File: src/rtl/transmissor_status_elevador.sv
// Serialises the elevator status frame (header, slot bytes, 0x0A) over a UART 8N1 TX line.
// Optional periodic auto-send is compiled in with the STATUS_TX_AUTO_EN macro.
module transmissor_status_elevador #(
    parameter int CLKS_PER_BIT = 5208,
    parameter int N_SLOTS      = 4,
    parameter int PERIODO_AUTO = 50_000_000
) (
    input  logic       clock,
    input  logic       reset,
    input  logic       envia,
    input  logic [1:0] andar_atual,
    input  logic       sentido,
    output logic [1:0] slot_addr,
    input  logic [1:0] slot_tipo,
    input  logic [1:0] slot_destino,
    output logic       TX,
    output logic       ocupado,
    output logic       pronto,
    output logic [3:0] db_estado
);

    localparam int             CW        = (CLKS_PER_BIT > 1) ? $clog2(CLKS_PER_BIT) : 1;
    localparam logic [CW-1:0]  CNT_MAX   = CW'(CLKS_PER_BIT - 1);
    localparam logic [2:0]     N_BYTES   = 3'(N_SLOTS + 2);
    localparam logic [2:0]     N_SLOTS_B = 3'(N_SLOTS);

    generate
        if (N_SLOTS < 1 || N_SLOTS > 4 || CLKS_PER_BIT < 1 || PERIODO_AUTO < 1) begin : g_param_invalido
            $error("transmissor_status_elevador: parameter out of range");
        end
    endgenerate

    typedef enum logic [3:0] {
        OCIOSO    = 4'd0,
        PREPARA   = 4'd1,
        TRANSMITE = 4'd2,
        FIM       = 4'd3
    } estado_t;

    estado_t       estado_q, estado_d;
    logic [CW-1:0] cnt_q, cnt_d;
    logic [3:0]    bit_q, bit_d;
    logic [2:0]    idx_q, idx_d;
    logic [8:0]    shift_q, shift_d;
    logic          tx_q, tx_d;
    logic [1:0]    andar_q, andar_d;
    logic          sentido_q, sentido_d;

    logic          pedido;
    logic          em_slot;
    logic [2:0]    idx_m1;
    logic [2:0]    idx_prox;
    logic [7:0]    byte_atual;

`ifdef STATUS_TX_AUTO_EN
    localparam int            AW       = (PERIODO_AUTO > 1) ? $clog2(PERIODO_AUTO) : 1;
    localparam logic [AW-1:0] AUTO_MAX = AW'(PERIODO_AUTO - 1);

    logic [AW-1:0] auto_cnt_q, auto_cnt_d;
    logic          auto_wrap;

    always_comb begin
        auto_wrap  = (auto_cnt_q == AUTO_MAX);
        auto_cnt_d = auto_wrap ? '0 : auto_cnt_q + 1'b1;
    end

    always_ff @(posedge clock or posedge reset) begin
        if (reset) begin
            auto_cnt_q <= '0;
        end else begin
            auto_cnt_q <= auto_cnt_d;
        end
    end

    // A wrap that lands while a frame is in flight is simply lost: pedido is only looked at in OCIOSO.
    assign pedido = envia | auto_wrap;
`else
    assign pedido = envia;
`endif

    // Byte 0 is the header, bytes 1..N_SLOTS map to RAM slots 0..N_SLOTS-1, the last is the terminator.
    always_comb begin
        idx_m1    = idx_q - 3'd1;
        idx_prox  = idx_q + 3'd1;
        em_slot   = (idx_q != 3'd0) && (idx_q <= N_SLOTS_B);
        slot_addr = em_slot ? idx_m1[1:0] : 2'd0;
        if (idx_q == 3'd0) begin
            byte_atual = {2'b10, 3'b000, sentido_q, andar_q};
        end else if (em_slot) begin
            byte_atual = {2'b01, idx_m1[1:0], slot_tipo, slot_destino};
        end else begin
            byte_atual = 8'h0A;
        end
    end

    always_comb begin
        estado_d  = estado_q;
        cnt_d     = cnt_q;
        bit_d     = bit_q;
        idx_d     = idx_q;
        shift_d   = shift_q;
        tx_d      = tx_q;
        andar_d   = andar_q;
        sentido_d = sentido_q;
        case (estado_q)
            OCIOSO: begin
                tx_d = 1'b1;
                if (pedido) begin
                    andar_d   = andar_atual;
                    sentido_d = sentido;
                    idx_d     = 3'd0;
                    estado_d  = PREPARA;
                end
            end
            PREPARA: begin
                // The start bit goes out right away; the shifter holds d0..d7 plus the stop bit.
                shift_d  = {1'b1, byte_atual};
                tx_d     = 1'b0;
                cnt_d    = '0;
                bit_d    = 4'd0;
                estado_d = TRANSMITE;
            end
            TRANSMITE: begin
                if (cnt_q == CNT_MAX) begin
                    cnt_d = '0;
                    if (bit_q == 4'd9) begin
                        tx_d     = 1'b1;
                        idx_d    = idx_prox;
                        estado_d = (idx_prox < N_BYTES) ? PREPARA : FIM;
                    end else begin
                        bit_d   = bit_q + 4'd1;
                        tx_d    = shift_q[0];
                        shift_d = {1'b1, shift_q[8:1]};
                    end
                end else begin
                    cnt_d = cnt_q + 1'b1;
                end
            end
            FIM: begin
                tx_d     = 1'b1;
                estado_d = OCIOSO;
            end
            default: begin
                tx_d     = 1'b1;
                estado_d = OCIOSO;
            end
        endcase
    end

    always_ff @(posedge clock or posedge reset) begin
        if (reset) begin
            estado_q  <= OCIOSO;
            cnt_q     <= '0;
            bit_q     <= 4'd0;
            idx_q     <= 3'd0;
            shift_q   <= 9'h1FF;
            tx_q      <= 1'b1;
            andar_q   <= 2'd0;
            sentido_q <= 1'b0;
        end else begin
            estado_q  <= estado_d;
            cnt_q     <= cnt_d;
            bit_q     <= bit_d;
            idx_q     <= idx_d;
            shift_q   <= shift_d;
            tx_q      <= tx_d;
            andar_q   <= andar_d;
            sentido_q <= sentido_d;
        end
    end

    assign TX        = tx_q;
    assign ocupado   = (estado_q != OCIOSO);
    assign pronto    = (estado_q == FIM);
    assign db_estado = estado_q;

endmodule

File: config.mk
export PLATFORM = sky130hd
export DESIGN_NAME = transmissor_status_elevador
export DESIGN_NICKNAME = d
export VERILOG_FILES = /design/src/rtl/transmissor_status_elevador.sv
export SDC_FILE = /design/constraint.sdc
export NUM_CORES = 1
export LEC_CHECK = 0
export ABC_AREA = 1
export CAP_MARGIN = 20
export CORE_UTILIZATION = 50
export DETAILED_ROUTE_END_ITERATION = 16
export DONT_BUFFER_PORTS = 1
export PLACE_DENSITY = 0.76
export SETUP_SLACK_MARGIN = 0.15
export SLEW_MARGIN = 20
export SYNTH_ARGS = -nofsm -noshare
export SYNTH_HDL_FRONTEND = slang
export SYNTH_SLANG_ARGS = --single-unit
File: constraint.sdc
create_clock -name clock -period 2.7 [get_ports clock]
set_clock_uncertainty 0.1 [all_clocks]
set_input_delay 0.27 -clock clock [delete_from_list [all_inputs] [get_ports clock]]
set_output_delay 0.27 -clock clock [all_outputs]
set_load 0.05 [all_outputs]
==> impl_metrics.tcl, run 1 <==
set metrics [dict create \
    status "finished, final reports clean" \
    yosys.area_share.simple_pct 26.8 \
    routed_wl_mm 3.79 \
    postRouteAntennaNets 0 \
    grt_pass1_wl_mm 6.36 \
    cts_sinks 34 \
    synth_compound_area_share_pct 10.2 \
    holdWs_ns 0.0234 \
    cp-start-kind "flip-flop" \
    antenna_found_initial 0 \
    post_cts_resized 0 \
    vias 1564 \
    grt_setup_unrepaired "false" \
    clockBufferDepth 2 \
    synthCells 246 \
    grtUsageTotal_pct 19.8 \
    power.density_nw_per_um2 1110 \
    synthAdderAreaFrac_pct 6.20 \
    wire_per_inst_um 12.5 \
    die_w_um 65.6 \
    power_leakage_nw 1.03 \
    synth-main-ff-cell "dfrtp_1" \
    ys_seq_elements 34 \
    synth_top_family_by_area "simple AND/OR/NAND/NOR gates" \
    core_um2 3770 \
    final-setup-viol-count 0 \
    crit_path_top_delay_cell "dfrtp_1" \
    clk_pin_slew_ns 0.07 \
    dp_hpwl_mm 2.72 \
    area_growth_pct 6.82 \
    async_reset_ff_share_pct 100 \
    cp.required_ns 2.33 \
    synth_edf_count 0 \
    grt_overflow_total 0 \
    avgSynthCellArea_um2 8.21 \
    drt_first_iter_violations 119 \
    layout_worst_path_cycle_share_pct 79.0 \
    max_cap_violations 0 \
    die_h_um 65.6 \
    netlist_area_um2 2020 \
    critPathMaxFanout 5 \
    max_stage_delay_ns 0.41 \
    dr.pass1.iters 4 \
    numCtsBuffers 5 \
    finalNetCount 273 \
    grt_max_degree 35 \
    route.detailed.drc 0 \
    cts_root_buffer "clkbuf_8" \
    seq_area_frac_synth_pct 42.7 \
    crit_arrival_ns 1.76 \
    crit_chain "inv_1 > ha_1 > ha_1 > inv_1 > nor2_1 > buf_4" \
    fmax_ghz 0.469 \
    irDropWorstVdd_uv 810 \
    synth_xor_xnor_area_share_pct 3.04 \
    io_buffers 0 \
    synth_cell_types 31 \
    routed_via_density 5.18 \
    muxShareOfSynthArea_pct 1.67 \
    ff2ff_setup_slack_ns 0.81 \
    grt_pass1_vias 1518 \
    drive_above_1_share_pct 18.1 \
    htreeDepth 2 \
    ios 19 \
    num_rows 22 \
    hold_path_depth 1 \
    hold_class "in -> reg" \
    endpoint_kind "output port" \
    post_cts_buffers 0 \
    fillers 339 \
    initial_core_util_pct 53.6 \
    synth_warnings 0 \
    rr_worst_depth 8 \
    finalHoldViolCount 0 \
    finalSetupTns_ns 0 \
    place.gp.congestion 0.776 \
    hold_buffers 1 \
    worst_skew_pair.late_latency_ns 0.30 \
    cts_tree "done" \
    slew_viol_final 0 \
    period_minus_slack_ns 2.13 \
    dieArea_um2 4300 \
    antenna_cells 0 \
    critPathKind "reg -> out" \
]
==> cell usage in the layout (no fill, tap or decap), drive strengths merged <==
master / instances
nand2: 69
inv: 28
nor2: 27
dfrtp: 25
o21ai: 21
nand3: 12
ha: 10
dfstp: 9
a21oi: 7
nand4: 7
buf: 7
clkbuf: 7
xor2: 6
nor3: 4
a22oi: 3
mux2: 3
or2: 2
conb: 2
a31oi: 1
xnor2: 1
nand3b: 1
clkinv: 1
dlygate4sd3: 1
==> synth_stat cells (4+ instances only) <==
library cell	number	area (um2)
inv_1	28	105
o21ai_0	9	45.0
o21ai_2	10	87.6
dfstp_2	9	236
nand3_1	10	50.1
nor3_1	4	20.0
nand4_1	7	43.8
nand2_2	4	25.0
dfrtp_1	25	626
nor2_1	25	93.8
ha_1	10	125
nand2_1	65	244
a21oi_1	7	35.0
xor2_1	6	52.6
==> layer usage <==
metal,share of wire [%],track usage [%]
met1,45,22.8
met2,48,34.4
met3,5.2,4.34
met4,1.8,9.78
met5,0,0
==> layout make-up <==
type | instances | area [um2] | area share, %
inverters | 28 | 105 | 4.87
clock inverters | 1 | 5.00 | 0.232
repair buffers | 8 | 62.6 | 2.90
multi-input cells | 176 | 976 | 45.2
clock buffers | 7 | 86.3 | 4.00
well taps | 48 | 60.1 | 2.78
flip-flops and latches | 34 | 862 | 40.0
==> registers in the layout (all words and copies together) (netlist names) <==
name       cells
cnt_q         13
shift_q        8
bit_q          4
idx_q          3
andar_q        2
db_estado      2
TX             1
sentido_q      1
==> worst max-delay path: cells and delay by family (launching register included) <==
family | cells | cell delay [ns]
buf+inv | 3 | 0.40
flops | 1 | 0.41
fa+ha+maj | 2 | 0.51
simple gates | 1 | 0.16
==> power by group <==
group | internal [mW] | total, mW | switching (mW)
registers | 0.692 | 0.806 | 0.114
logic | 0.371 | 1.19 | 0.821
clock network | 0.206 | 0.395 | 0.189
==> cells by family (layout without fill, tap and decap cells) <==
kind of cell,Yosys count,count (layout)
DFF,34,34
other,1,2
and+or+nand+nor,122,122
AOI/OAI and AO/OA,32,32
adders and majority gates,10,10
xor gates and xnor gates,7,7
buffers and inverters,37,44
muxes,3,3
==> per-stage QoR <==
| step | power (mW) | util [%] | std cells | setup slack [ns] | cell area (um2) |
|---|---|---|---|---|---|
| floorplan | 1.84 | - | 247 | 0.467 | 2020 |
| global placement | 1.99 | 54.5 | 293 | 0.883 | 2060 |
| detailed placement | 2.01 | 54.5 | 293 | 0.830 | 2060 |
| CTS | 2.42 | 57.2 | 302 | 0.544 | 2160 |
| global route | 2.57 | 57.2 | 302 | 0.415 | 2160 |
| finish | 2.39 | 57.2 | 302 | 0.568 | 2160 |
==> path summary, 6_finish.rpt <==
kind                                   start           end
worst min register to register    shift_q[1]    shift_q[1]
worst max register to register  db_estado[1]     cnt_q[12]
worst max-delay path                idx_q[0]  slot_addr[1]
min in group asynchronous              reset      cnt_q[5]
max in group asynchronous              reset    shift_q[6]
worst min-delay path                 sentido     sentido_q
Note: power is estimated with default switching activity, not from simulation.
==> run 2, diff against run 1 <==
Clock period 2.7 ns to 2.2 ns, I/O delays scaled along.
==> run 2 against run 1 <==
Effect of this change:
- flip-flop and latch count is the same
- utilization grew 2.3 points
- via count grew 0.45%
- sequential power is 23% higher
- non-clock buffer count increased by 5
- combinational power up 32%
- largest power group unchanged
==> impl_metrics.tcl, run 2 (synthesis results as in run 1) <==
set metrics [dict create \
    final-setup-viol-count 0 \
    endpoint_kind "output port" \
    period_minus_slack_ns 1.93 \
    clk_pin_slew_ns 0.07 \
    crit_arrival_ns 1.61 \
    power_leakage_nw 1.05 \
    cts_root_buffer "clkbuf_8" \
    grt_pass1_vias 1570 \
    max_stage_delay_ns 0.37 \
    largest_register_ffs 13 \
    critPathKind "reg -> out" \
    finalSetupTns_ns 0 \
    max_cap_violations 0 \
    ios 19 \
    status "finished, final reports clean" \
    vias 1571 \
    finalNetCount 278 \
    grt_setup_unrepaired "false" \
    dr.pass1.iters 4 \
    num_rows 22 \
    finalHoldViolCount 0 \
    grt_max_degree 35 \
    postRouteAntennaNets 0 \
    hold_class "in -> reg" \
    routed_wl_mm 3.67 \
    numCtsBuffers 5 \
    area_growth_pct 11.1 \
    clockBufferDepth 2 \
    critPathMaxFanout 5 \
    regMostFlops "cnt_q" \
    drt_first_iter_violations 68 \
    grt_pass1_wl_mm 6.69 \
    grt_overflow_total 0 \
    routed_via_density 5.12 \
    dp_hpwl_mm 2.65 \
    drive_above_1_share_pct 21.2 \
    antenna_cells 0 \
    crit_chain "inv_1 > ha_1 > ha_1 > inv_2 > nor2_2 > buf_6" \
    fmax_ghz 0.519 \
    cp_common_cell "ha_1" \
    grtUsageTotal_pct 20.5 \
    die_w_um 65.6 \
    power_mw 3.10 \
    cts_sinks 34 \
    place.gp.congestion 0.796 \
    die_h_um 65.6 \
    wire_per_inst_um 11.9 \
    mostFrequentLayoutCell "nand2_1" \
    cp.required_ns 1.88 \
    irDropWorstVdd_uv 1050 \
    route.detailed.drc 0 \
    worst_skew_pair.late_latency_ns 0.29 \
    cp-start-kind "flip-flop" \
    initial_core_util_pct 53.6 \
    power.density_nw_per_um2 1380 \
    layout_worst_path_cycle_share_pct 87.5 \
    cts_tree "done" \
    slew_viol_final 0 \
    htreeDepth 2 \
    reg_top3 "cnt_q (13), shift_q (8), bit_q (4)" \
    core_um2 3770 \
    io_buffers 0 \
    dieArea_um2 4300 \
    antenna_found_initial 0 \
    crit_path_top_delay_cell "dfrtp_1" \
    fillers 325 \
    layout_common_cells "nand2_1, inv_1, nor2_1, dfrtp_1" \
]
==> run 2: critical path: cells and delay by family (launching register included) <==
kind | cells | cell delay [ns]
simple gates | 1 | 0.12
flops | 1 | 0.37
buf+inv | 3 | 0.31
fa+ha+maj | 2 | 0.50
==> run 2: report_power, final <==
group / leakage [nW] / switching [mW] / internal [mW] / total, mW
registers: 0.428 / 0.135 / 0.852 / 0.988
clock network: 0.0575 / 0.227 / 0.316 / 0.543
logic: 0.569 / 1.05 / 0.512 / 1.57
==> run 2: final timing paths <==
kind,slack [ns],cells past startpoint,to,start
max reg2reg,0.35,8,bit_q[2],cnt_q[1]
max,0.27,6,slot_addr[0],idx_q[1]
min reg2reg,0.38,2,shift_q[1],shift_q[1]
min,0.11,4,shift_q[0],slot_destino[0]
min in group asynchronous,0.36,3,cnt_q[10],reset
max in group asynchronous,1.30,3,TX,reset
==> run 2: final cells by class <==
type	instances	area (um2)	area share (%)
Multi-Input combinational cell	176	988	44.1
Inverter	28	105	4.68
Timing Repair Buffer	13	115	5.13
Sequential cell	34	865	38.5
Tap cell	48	60.1	2.68
Clock buffer	8	110	4.91
==> run 2: routing by layer <==
layer	GRT usage (%)	routed length, um
met4	7.34	53
met2	35.1	1750
met5	0	0
met1	24.3	1710
met3	6.08	150
==> run 2: what timing repair did <==
action / in CTS / in global routing
hold buffers: 4 / 0
resized for setup: 3 / 5
endpoints found under the hold margin: 28 / 0
endpoints found under the setup margin: 2 / 4
buffers inserted: 1 / 0
==> run 2: through the flow <==
step	cells	utilization, %	hold WS (ns)	setup WS [ns]	area [um2]
3_3_place_gp	294	54.8	0.131	0.356	2070
4_1_cts	307	59.2	0.0942	0.181	2230
2_1_floorplan	247	-	0.255	0.0279	2030
3_5_place_dp	294	54.8	0.132	0.334	2070
5_1_grt	307	59.5	0.122	0.156	2240
6_report	307	59.5	0.106	0.275	2240
==> run 3, diff against run 2 <==
Settings changed: GPL_ROUTABILITY_DRIVEN set to 0.
==> results of run 3 <==
The final DEF is identical to that of run 2; final timing and power are the same.
